<file path="config.mk">
export PLATFORM = sky130hd
export DESIGN_NAME = tagv_maint_ctrl
export DESIGN_NICKNAME = d
export VERILOG_FILES = /design/src/rtl/dcache_pkg.sv /design/src/rtl/tagv_maint_ctrl.sv
export SDC_FILE = /design/constraint.sdc
export NUM_CORES = 1
export LEC_CHECK = 0
export ABC_AREA = 1
export ABC_CLOCK_PERIOD_IN_PS = 2100
export CAP_MARGIN = 20
export CELL_PAD_IN_SITES_DETAIL_PLACEMENT = 0
export CELL_PAD_IN_SITES_GLOBAL_PLACEMENT = 2
export CORE_MARGIN = 2
export CORE_UTILIZATION = 21
export DETAILED_ROUTE_END_ITERATION = 16
export PLACE_DENSITY = 0.91
export SYNTH_ARGS = -nofsm -noshare
export SYNTH_HDL_FRONTEND = slang
export SYNTH_SLANG_ARGS = --single-unit
export TNS_END_PERCENT = 50
</file>
<file path="constraint.sdc">
create_clock -name clk -period 2.1 [get_ports clk]
set_clock_uncertainty 0.05 [all_clocks]
set_input_delay 0.42 -clock clk [delete_from_list [all_inputs] [get_ports clk]]
set_output_delay 0.42 -clock clk [all_outputs]
set_load 0.02 [all_outputs]
</file>
<file path="src/rtl/dcache_pkg.sv">
`default_nettype none
// ============================================================================
//  Module      : dcache_pkg
//  Description : Shared definitions for the data-cache tag/valid maintenance
//                logic: maintenance op encodings, cache geometry and the
//                maintenance controller state encoding.
//  Revision    : 1.0 - initial release
// ============================================================================
package dcache_pkg;

    localparam int NUM_WAYS   = 4;
    localparam int INDEX_W    = 6;
    localparam int TAG_W      = 20;
    localparam int LINE_OFF_W = 6;
    localparam int ADDR_W     = 32;

    // Maintenance op encodings carried on req_op
    localparam logic [1:0] OP_SWEEP_ALL = 2'b00;
    localparam logic [1:0] OP_INDEX_INV = 2'b01;
    localparam logic [1:0] OP_HIT_INV   = 2'b10;
    localparam logic [1:0] OP_RESERVED  = 2'b11;

    typedef enum logic [2:0] {
        ST_IDLE   = 3'd0,
        ST_SWEEP  = 3'd1,
        ST_LOOKUP = 3'd2,
        ST_CHECK  = 3'd3,
        ST_DONE   = 3'd4
    } state_t;

endpackage
`default_nettype wire

</file>
<file path="src/rtl/tagv_maint_ctrl.sv">
`default_nettype none
// ============================================================================
//  Module      : tagv_maint_ctrl
//  Description : Tag/valid maintenance controller. Accepts one maintenance
//                request at a time and issues the matching invalidation
//                writes to the tag/valid memory:
//                  00 sweep-all        : clear every way of every set
//                  01 index-invalidate : clear one way at the request index
//                  10 hit-invalidate   : look up the address, clear hit ways
//                  11 reserved         : accepted, completes with no write
//  Ports       : clk, rstn (async, active-low)
//                req_valid/req_ready/req_op/req_addr/req_way : request
//                r_addr/lookup_tag/hit                       : lookup port
//                w_addr/we/tagv_clear                        : write port
//                busy/done                                   : status
//  Config      : `define TAGV_SWEEP_ON_RESET_EN makes reset exit perform a
//                full sweep (ending in a done pulse) before the first request
//                can be accepted.
//  Revision    : 1.0 - initial release
// ============================================================================
module tagv_maint_ctrl
    import dcache_pkg::*;
#(
    parameter int NUM_SETS = 64
) (
    input  logic                clk,
    input  logic                rstn,
    input  logic                req_valid,
    output logic                req_ready,
    input  logic [1:0]          req_op,
    input  logic [ADDR_W-1:0]   req_addr,
    input  logic [1:0]          req_way,
    output logic [ADDR_W-1:0]   r_addr,
    output logic [TAG_W-1:0]    lookup_tag,
    input  logic [NUM_WAYS-1:0] hit,
    output logic [ADDR_W-1:0]   w_addr,
    output logic [NUM_WAYS-1:0] we,
    output logic                tagv_clear,
    output logic                busy,
    output logic                done
);

    localparam logic [INDEX_W-1:0] C_LAST_IDX = INDEX_W'(NUM_SETS - 1);
    localparam int                 C_HI_PAD   = ADDR_W - INDEX_W - LINE_OFF_W;

`ifdef TAGV_SWEEP_ON_RESET_EN
    localparam state_t C_RESET_STATE = ST_SWEEP;
`else
    localparam state_t C_RESET_STATE = ST_IDLE;
`endif

    state_t              r_state;
    state_t              w_state_nxt;
    logic [INDEX_W-1:0]  r_idx;
    logic [ADDR_W-1:0]   r_req_addr;
    logic [1:0]          r_req_op;
    logic [1:0]          r_req_way;

    logic                w_accept;
    logic                w_sweep_last;
    logic                w_out_en;
    logic [NUM_WAYS-1:0] w_way_onehot;
    logic [NUM_WAYS-1:0] w_we;
    logic [ADDR_W-1:0]   w_wr_addr;
    logic [ADDR_W-1:0]   w_rd_addr;
    logic [TAG_W-1:0]    w_tag;

`ifdef TAGV_SWEEP_ON_RESET_EN
    // The reset state is SWEEP, so keep the status and write port quiet
    // while reset is held; the sweep only starts driving after release.
    assign w_out_en = rstn;
`else
    assign w_out_en = 1'b1;
`endif

    assign w_accept     = req_valid && (r_state == ST_IDLE);
    assign w_sweep_last = (r_idx == C_LAST_IDX);
    assign w_way_onehot = NUM_WAYS'(1) << r_req_way;

    // ------------------------------------------------------------------
    // State register, sweep counter and request latches
    // ------------------------------------------------------------------
    always_ff @(posedge clk or negedge rstn) begin
        if (!rstn) begin
            r_state    <= C_RESET_STATE;
            r_idx      <= '0;
            r_req_addr <= '0;
            r_req_op   <= OP_SWEEP_ALL;
            r_req_way  <= '0;
        end else begin
            r_state <= w_state_nxt;
            if (w_accept) begin
                r_req_addr <= req_addr;
                r_req_op   <= req_op;
                r_req_way  <= req_way;
                r_idx      <= '0;
            end else if ((r_state == ST_SWEEP) && !w_sweep_last) begin
                r_idx <= r_idx + INDEX_W'(1);
            end
        end
    end

    // ------------------------------------------------------------------
    // Next state and write/lookup port decode
    // ------------------------------------------------------------------
    always_comb begin
        w_state_nxt = r_state;
        w_we        = '0;
        w_wr_addr   = '0;
        w_rd_addr   = '0;
        w_tag       = '0;

        case (r_state)
            ST_IDLE: begin
                if (w_accept) begin
                    case (req_op)
                        OP_SWEEP_ALL: w_state_nxt = ST_SWEEP;
                        OP_HIT_INV:   w_state_nxt = ST_LOOKUP;
                        default:      w_state_nxt = ST_DONE;
                    endcase
                end
            end
            ST_SWEEP: begin
                w_we      = '1;
                w_wr_addr = {{C_HI_PAD{1'b0}}, r_idx, {LINE_OFF_W{1'b0}}};
                if (w_sweep_last) begin
                    w_state_nxt = ST_DONE;
                end
            end
            ST_LOOKUP: begin
                w_rd_addr   = r_req_addr;
                w_tag       = r_req_addr[ADDR_W-1 -: TAG_W];
                w_state_nxt = ST_CHECK;
            end
            ST_CHECK: begin
                // hit returns one cycle after the lookup; zero hits => no write
                w_we        = hit;
                w_wr_addr   = r_req_addr;
                w_state_nxt = ST_DONE;
            end
            ST_DONE: begin
                // Index-invalidate goes straight from accept to DONE, so its
                // single write lands in this cycle alongside the done pulse.
                if (r_req_op == OP_INDEX_INV) begin
                    w_we      = w_way_onehot;
                    w_wr_addr = r_req_addr;
                end
                w_state_nxt = ST_IDLE;
            end
            default: begin
                w_state_nxt = ST_IDLE;
            end
        endcase
    end

    assign req_ready  = (r_state == ST_IDLE) && w_out_en;
    assign busy       = (r_state != ST_IDLE) && w_out_en;
    assign done       = (r_state == ST_DONE) && w_out_en;
    assign we         = w_out_en ? w_we : '0;
    assign tagv_clear = |we;
    assign w_addr     = (|we) ? w_wr_addr : '0;
    assign r_addr     = w_rd_addr;
    assign lookup_tag = w_tag;

endmodule
`default_nettype wire

</file>
; Word-level counts from Yosys, hierarchy flattened
; Index checks and enable logic that the tools add are counted.
[word_totals]
regBits = 45
input_bits = 43
out_inout_bits = 92
wordCells = 38
[classes]
n_addsub = 1
eq_ne = 9
n_shift = 1
muxes = 13
n_reduce_logical = 9
[ops]
columns = operator, n
row1 = 2-to-1 mux 32 bit, 3
row2 = one-hot mux 32 bit (3 select lines), 1
row3 = 2-to-1 mux 20 bit, 1
row4 = 2-to-1 mux 6 bit, 2
row5 = one-hot mux 3 bit (4 select lines), 1
row6 = one-hot mux 4 bit (3 select lines), 1
row7 = "adder 6 x 1 -> 6 bit, second input constant", 1
row8 = "== test 3 x 2 -> 1 bit, second input constant", 2
row9 = "== test 6 bit, second input constant", 1
row10 = 2-to-1 mux 3 bit, 2
row11 = one-hot mux 3 bit (2 select lines), 1
row12 = 2-to-1 mux 4 bit, 1
row13 = OR reduction 4 bit, 1
row14 = "left shift 1 x 2 -> 4 bit, first input constant", 1
row15 = "== test 3 x 1 -> 1 bit, second input constant", 1
row16 = "== test 3 bit, second input constant", 1
row17 = zero test 3 bit, 1
row18 = nonzero test 3 bit, 1
row19 = "== test 2 x 1 -> 1 bit, second input constant", 1
row20 = "== test 2 bit, second input constant", 1
row21 = logical AND 1 bit, 2
row22 = zero test 2 bit, 1
row23 = "inequality test 2 x 1 -> 1 bit, second input constant", 1
row24 = "inequality test 2 bit, second input constant", 1
row25 = other kinds (3), 3

; Depth between registers and ports, before layout
; Gate-level depths: netlist of the first run.
[depth]
depth_word = 5
mapped_depth = 9
depth_no_buf = 7

; Worst setup path after synthesis of the first run
; Ideal clock, no wire load.
[synth_path]
path_type = register to output
startpoint = reg r_state[0]
endpoint = out w_addr[22]
arrival_ns = 1.817
setup_slack_ns = -0.187
path_stages_with_launch = 9
path_buffers = 1
cell_sequence = dfrtp_1 > inv_1 > nand2_1 > nor2_1 > nand2_1 > nand2_1 > nor2_4 > buf_4 > a21oi_1
[synth_between]
elab_chain_cells = 4
elab_cells_between_ends = 7
classes_between = eq/ne: 3 / mux: 3 / reduce/logical: 1
[synth_lines]
columns = item, line
row1 = start: declaration, tagv_maint_ctrl.sv:52  ; state_t r_state;
row2 = start signal: assignment, tagv_maint_ctrl.sv:91  ; r_state <= w_state_nxt;
row3 = == test 3 bit, n/a
row4 = net done, tagv_maint_ctrl.sv:40  ; output logic done
row5 = one-hot mux 4 bit (3 select lines), tagv_maint_ctrl.sv:113  ; case (r_state)
row6 = net we[3], tagv_maint_ctrl.sv:37  ; output logic [NUM_WAYS-1:0] we,
row7 = OR reduction 4 bit, tagv_maint_ctrl.sv:161  ; assign w_addr = (|we) ? w_wr_addr : '0;
row8 = 2-to-1 mux 32 bit, tagv_maint_ctrl.sv:161
row9 = end: declaration, tagv_maint_ctrl.sv:36  ; output logic [ADDR_W-1:0] w_addr,
; The timed path passes the listed nets, and every way through them passes these cells.

; Worst setup path in the final report of the first run
[layout_path]
startpoint = reg r_state[0]
endpoint = out w_addr[4]
[layout_between]
elab_chain_cells = 4
elab_cells_between_ends = 7
classes_between = eq/ne: 3 / mux: 3 / reduce/logical: 1
[layout_lines]
columns = item, line
row1 = "== test 3 bit, or another cell as far along", tagv_maint_ctrl.sv:113
row2 = one-hot mux 4 bit (3 select lines), tagv_maint_ctrl.sv:113
row3 = OR reduction 4 bit, tagv_maint_ctrl.sv:161
row4 = 2-to-1 mux 32 bit (*), tagv_maint_ctrl.sv:161
; Every way passes the cells marked *; elsewhere a longest branch is shown, timed or not.

==> results of run 1 <==
[repair_timing]
item,in CTS,in global routing
endpoints found under the hold margin,0,0
cloned,0,1
buffers inserted,3,6
pin swaps,1,5
gates resized for setup,250,218
setup endpoints to repair,92,88
[Yosys cell counts]
master   instances
nand2_2          2
o21ai_0         39
ha_1             1
nand3_1         38
xor2_1           3
inv_1           49
buf_2           12
a21oi_1         30
o21ai_2          2
buf_4           22
a21oi_2         10
buf_6            6
nand3_2          1
inv_2            3
dfrtp_1         45
nand2_1         52
o21ai_1         10
buf_1            3
nand4_1          1
nor2_4           3
nor2_1          50
[routing by layer]
layer  share of wire [%]  GRT usage, %  up-vias
li1                    -             -     1461
met1                  43         15.92     1372
met2                  49         21.39       96
met3                 5.2         2.347       14
met4                 2.2         4.338        0
met5                   0             0        -
[final cells by class]
class	count	area, um2	share of cell area (%)
Timing Repair Buffer	169	1500	33.39
Multi-Input combinational cell	242	1311	29.18
Sequential cell	45	1126	25.06
Tap cell	176	220.2	4.901
Inverter	52	195.2	4.344
Clock buffer	7	132.6	2.952
Clock inverter	1	7.507	0.1671
[path summary, 6_finish.rpt]
path	startpoint	cells past startpoint	slack, ns	to
hold reg to reg	r_req_addr[7]	2	0.51	r_req_addr[7]
max in group asynchronous	rstn	2	1.39	r_req_addr[6]
setup / recovery	r_state[0]	10	-0.17	w_addr[4]
hold / removal	rstn	1	0.08	r_req_addr[9]
min in group clk	r_req_addr[7]	2	0.51	r_req_addr[7]
setup reg to reg	r_idx[1]	6	0.39	r_idx[0]
[power groups by stage]
stage	registers, mW	clock network (mW)	logic (mW)
final	0.867	0.753	0.102
after global routing	0.866	0.820	0.112
after CTS	0.867	0.783	0.105
after detailed placement	0.883	0	0.104
after global placement	0.883	0	0.104
after floorplan	0.883	0	0.000882
[through the flow]
step | std cells | instance area [um2] | TNS [ns]
6_report | 692 | 4493 | -3.805
5_1_grt | 692 | 4493 | -9.144
2_1_floorplan | 382 | 2803 | -1.102
3_5_place_dp | 674 | 4343 | -19.69
3_3_place_gp | 674 | 4343 | -18.69
4_1_cts | 685 | 4285 | -7.836
[layout by cell type, fill, tap and decap left out]
master | Yosys | routed
a21oi_2 | 10 | 11
buf_6 | 6 | 5
nand2_1 | 52 | 48
xor2_1 | 3 | 3
nor2_4 | 3 | 7
a21oi_4 | 0 | 2
buf_12 | 0 | 9
buf_4 | 22 | 100
clkdlybuf4s15_1 | 0 | 1
a21oi_1 | 30 | 27
nor2_1 | 50 | 28
clkbuf_2 | 0 | 2
nand3_1 | 38 | 36
inv_2 | 3 | 5
dfrtp_1 | 45 | 45
inv_1 | 49 | 47
clkbuf_1 | 0 | 2
clkinvlp_4 | 0 | 1
buf_2 | 12 | 8
o21ai_4 | 0 | 1
ha_1 | 1 | 1
o21ai_1 | 10 | 8
clkbuf_16 | 0 | 6
nand4_1 | 1 | 1
clkdlybuf4s50_1 | 0 | 41
nand2_2 | 2 | 6
dlygate4sd2_1 | 0 | 2
nor2_2 | 0 | 18
o21ai_0 | 39 | 39
nand3_2 | 1 | 3
o21ai_2 | 2 | 3
[critical path: cells and delay by family (launching register included)]
kind / cells / cell delay (ns)
AO/OA/AOI/OAI: 1 / 0.13
AND/OR/NAND/NOR: 5 / 0.48
buffers and inverters: 4 / 0.51
flip-flops: 1 / 0.40
[cells by family after synthesis]
family	share of synthesized area [%]
flops	40.21
compound gates	17.87
buf+inv	17.83
xor+xnor	0.9385
fa+ha+maj	0.4468
simple gates	22.70
[sequential cells by signal, summed over array words and instances (netlist names)]
name / count
r_idx: 6
r_req_addr: 32
r_req_op: 2
r_req_way: 2
r_state: 3
==> results_dict.tcl, run 1 <==
set metrics [dict create \
    slew_viol_final 0 \
    drt-pass1-iter-count 4 \
    drc 0 \
    num_rows 42 \
    grt_max_degree 43 \
    vias 2943 \
    clock_latency_ns 0.28 \
    grt_antenna_before_repair 0 \
    p_sw_share_pct 19.89 \
    whs_ns 0.08486 \
    die-height_um 119.5 \
    rsz0062_at_grt "true" \
    drive_above_1_share_pct 36.24 \
    grt_pass1_vias 2907 \
    diodes 0 \
    numCtsBuffers 5 \
    cts_root_buffer "clkbuf_16" \
    hpwl_um 6789 \
    arrival_ns 1.80 \
    core-area_um2 13140 \
    fp.dieW_um 119.5 \
    cts-htree-levels 2 \
    ant_nets 0 \
    power_mw 1.722 \
    vdd_drop_max_uv 321.3 \
    yosys-top-cells-area "dfrtp_1, o21ai_0, nand2_1" \
    syn_inst 382 \
    maxSlewHeadroom_pct 62.03 \
    drtIter0Drc 134 \
    p_seq_share_pct 50.3 \
    worst_slack_ns -0.1748 \
    worst_pin_slew_ns 0.5695 \
    fin_nets 559 \
    cts_num_sinks 45 \
    grtUsageTotal_pct 12.57 \
    holdCritPathClass "primary input to asynchronous set/reset pin" \
    cts_buffer_depth 2 \
    p_clk_share_pct 43.7 \
    post-route-period-util_pct 108.3 \
    p_switching_uw 342.5 \
    p_leak_nw 2.188 \
    wire_per_inst_um 13.41 \
    n_fill_cell 1425 \
    synth_top_area_share_pct 40.21 \
    combPwrFrac_pct 5.9 \
    p_per_area_nw_per_um2 383.3 \
    critPathMaxFanout 10 \
    pre_cts_ws_ns -0.4855 \
    port_buffers 134 \
    place_congestion 0.7842 \
    startpoint_type "flip-flop" \
    grt_pass1_wl_um 14500 \
    post_synth.cell_area_avg_um2 7.330 \
    syn2layout_area_growth_pct 60.46 \
    synth_top_area_cell "dfrtp_1" \
    synth_cell_type_count 21 \
    clk_pin_slew_ns 0.06 \
    cp.required_ns 1.63 \
    cts_tree "yes" \
    die_area_um2 14270 \
    wl_um 9279 \
    critical_path_class "flip-flop to output pin" \
    fin_crit_ns 2.275 \
    hold_viol 0 \
    ioPinCount 135 \
    outcome "finished, violations left" \
    ys_ff_latch 45 \
    crit_path_end_kind "output pin" \
    yosysSeqAreaShare_pct 40.21 \
    viasPerCell 4.253 \
    crit_top_cell "nor2_4" \
    post-route-util_pct 34.20 \
    syn_area_um2 2800 \
    start_util_pct 21.31 \
    crit_chain "inv_2 > nand2_1 > nor2_4 > nand3_2 > nand2_2 > nor2_4 > buf_12 > buf_4 > a21oi_4 > buf_6" \
    max_stage_delay_ns 0.40 \
    synth_fp_nets 426 \
    grt-ovfl-total 0 \
    ys_warn_count 0 \
    postCtsHoldBufs 0 \
    p_int_mw 1.380 \
    slowest_stage "dfrtp_1" \
    timing.max_cap.violations 0 \
    setup_violations 33 \
    fmax_mhz 439.6 \
    violations "negative setup slack" \
]
Note: power is estimated with default switching activity, not from simulation.
==> run 2, diff against run 1 <==
- CORE_MARGIN: 2 -> unset
==> results_dict.tcl, run 2 (synthesis gave the netlist of run 1 again) <==
set metrics [dict create \
    drt-pass1-iter-count 4 \
    postCtsHoldBufs 0 \
    crit_chain "inv_2 > nand2_2 > nor2_4 > nand3_2 > nand2_2 > nor2_4 > buf_6 > buf_6 > a21oi_4 > buf_6" \
    hold_viol 0 \
    final_area_um2 4367 \
    vias 2927 \
    die_area_um2 13800 \
    p_per_area_nw_per_um2 397.4 \
    p_int_mw 1.380 \
    cp.buffers_inverters 4 \
    cp.required_ns 1.63 \
    ioPinCount 135 \
    n_fill_cell 1401 \
    clock_latency_ns 0.28 \
    clk_pin_slew_ns 0.06 \
    cts_root_buffer "clkbuf_16" \
    violations "negative setup slack" \
    grt_pass1_vias 2965 \
    cts_tree "yes" \
    cts_buffer_depth 2 \
    max_stage_delay_ns 0.40 \
    p_clk_share_pct 44.1 \
    vdd_drop_max_uv 302.5 \
    holdCritPathClass "primary input to asynchronous set/reset pin" \
    hpwl_um 6837 \
    critical_path_depth 10 \
    diodes 0 \
    crit_top_cell "buf_6" \
    crit_path_end_kind "output pin" \
    slew_viol_final 0 \
    reg2regPathDepth 10 \
    tns_ns -4.236 \
    wl_um 9299 \
    cts_num_sinks 45 \
    fin_nets 566 \
    port_buffers 134 \
    power_mw 1.735 \
    placed_cells 673 \
    cts-htree-levels 2 \
    grt_pass1_wl_um 14770 \
    syn2layout_area_growth_pct 55.94 \
    die-height_um 117.5 \
    drc 0 \
    place_congestion 0.8074 \
    combPwrFrac_pct 5.9 \
    wire_per_inst_um 13.38 \
    placed_area_um2 4335 \
    worst_slack_ns -0.1788 \
    post-route-util_pct 34.05 \
    final_cell_mix "nor2_1, nand2_1, inv_1" \
    num_rows 41 \
    timing.max_cap.violations 0 \
    post-route-period-util_pct 108.5 \
    crit_family "buffers and inverters" \
    startpoint_type "flip-flop" \
    layout.area.seq_um2 1127 \
    maxSlewHeadroom_pct 65.93 \
    critPathMaxFanout 6 \
    final_cells 695 \
    p_leak_nw 2.222 \
    grtUsageTotal_pct 13.40 \
    outcome "finished, violations left" \
    critical_path_class "flip-flop to output pin" \
    drtIter0Drc 115 \
    p_sw_share_pct 20.48 \
    fin_crit_ns 2.279 \
    grt_antenna_before_repair 0 \
    ant_nets 0 \
    p_switching_uw 355.4 \
    numCtsBuffers 5 \
    grt_max_degree 43 \
    viasPerCell 4.212 \
    start_util_pct 21.83 \
    core-area_um2 12820 \
    multi_input_area_um2 1271 \
    arrival_ns 1.81 \
    rsz0062_at_grt "true" \
    drive_above_1_share_pct 34.42 \
    slowest_stage "dfrtp_1" \
    fp.dieW_um 117.5 \
    grt-ovfl-total 0 \
    worst_pin_slew_ns 0.5110 \
    largestRegisters "r_req_addr (32), r_idx (6), r_state (3)" \
    fmax_mhz 438.8 \
    setup_violations 34 \
    regMostFlops "r_req_addr" \
    largest_register_ffs 32 \
    p_seq_share_pct 49.9 \
]
run 2: what timing repair did:
action | 4_1_cts | 5_1_grt
gates resized for setup | 319 | 70
buffers inserted | 12 | 2
pin swaps | 0 | 7
endpoints found under the setup margin | 92 | 89
run 2: final timing paths:
kind | start | to | slack [ns]
min reg2reg | r_req_addr[24] | r_req_addr[24] | 0.50
min | rstn | r_idx[0] | 0.06
min in group clk | r_req_addr[24] | r_req_addr[24] | 0.50
max reg2reg | r_state[2] | r_idx[2] | 0.27
max | r_state[0] | w_addr[7] | -0.18
max in group asynchronous | rstn | r_req_addr[8] | 1.42
run 2: layout make-up:
cell class                      count  share of cell area, %
Multi-Input combinational cell    242                  29.11
Clock buffer                        7                  3.037
Timing Repair Buffer              176                  32.35
Sequential cell                    45                  25.82
Clock inverter                      1                 0.1719
Tap cell                          172                  4.928
Inverter                           52                  4.585
run 2: through the flow:
| stage | hold WS (ns) | setup slack, ns |
|---|---|---|
| finish | 0.05686 | -0.1788 |
| global route | 0.09934 | -0.2684 |
| CTS | 0.08096 | -0.2983 |
| detailed placement | 0.3793 | -0.5054 |
| global placement | 0.3657 | -0.4761 |
| floorplan | 0.07441 | -0.05801 |
run 2: layer usage:
layer | wire length, um | vias up | track usage, %
met4 | 133 | 0 | 4.087
li1 | - | 1473 | -
met5 | 0 | - | 0
met1 | 4208 | 1358 | 16.70
met2 | 4605 | 89 | 23.89
met3 | 350 | 7 | 1.793
run 2: power groups by stage:
stage,Sequential (mW),Combinational (mW),Clock [mW]
after CTS,0.866,0.106,0.794
after global routing,0.866,0.112,0.829
after global placement,0.883,0.104,0
after detailed placement,0.883,0.104,0
after floorplan,0.883,0.000882,0
final,0.867,0.103,0.766
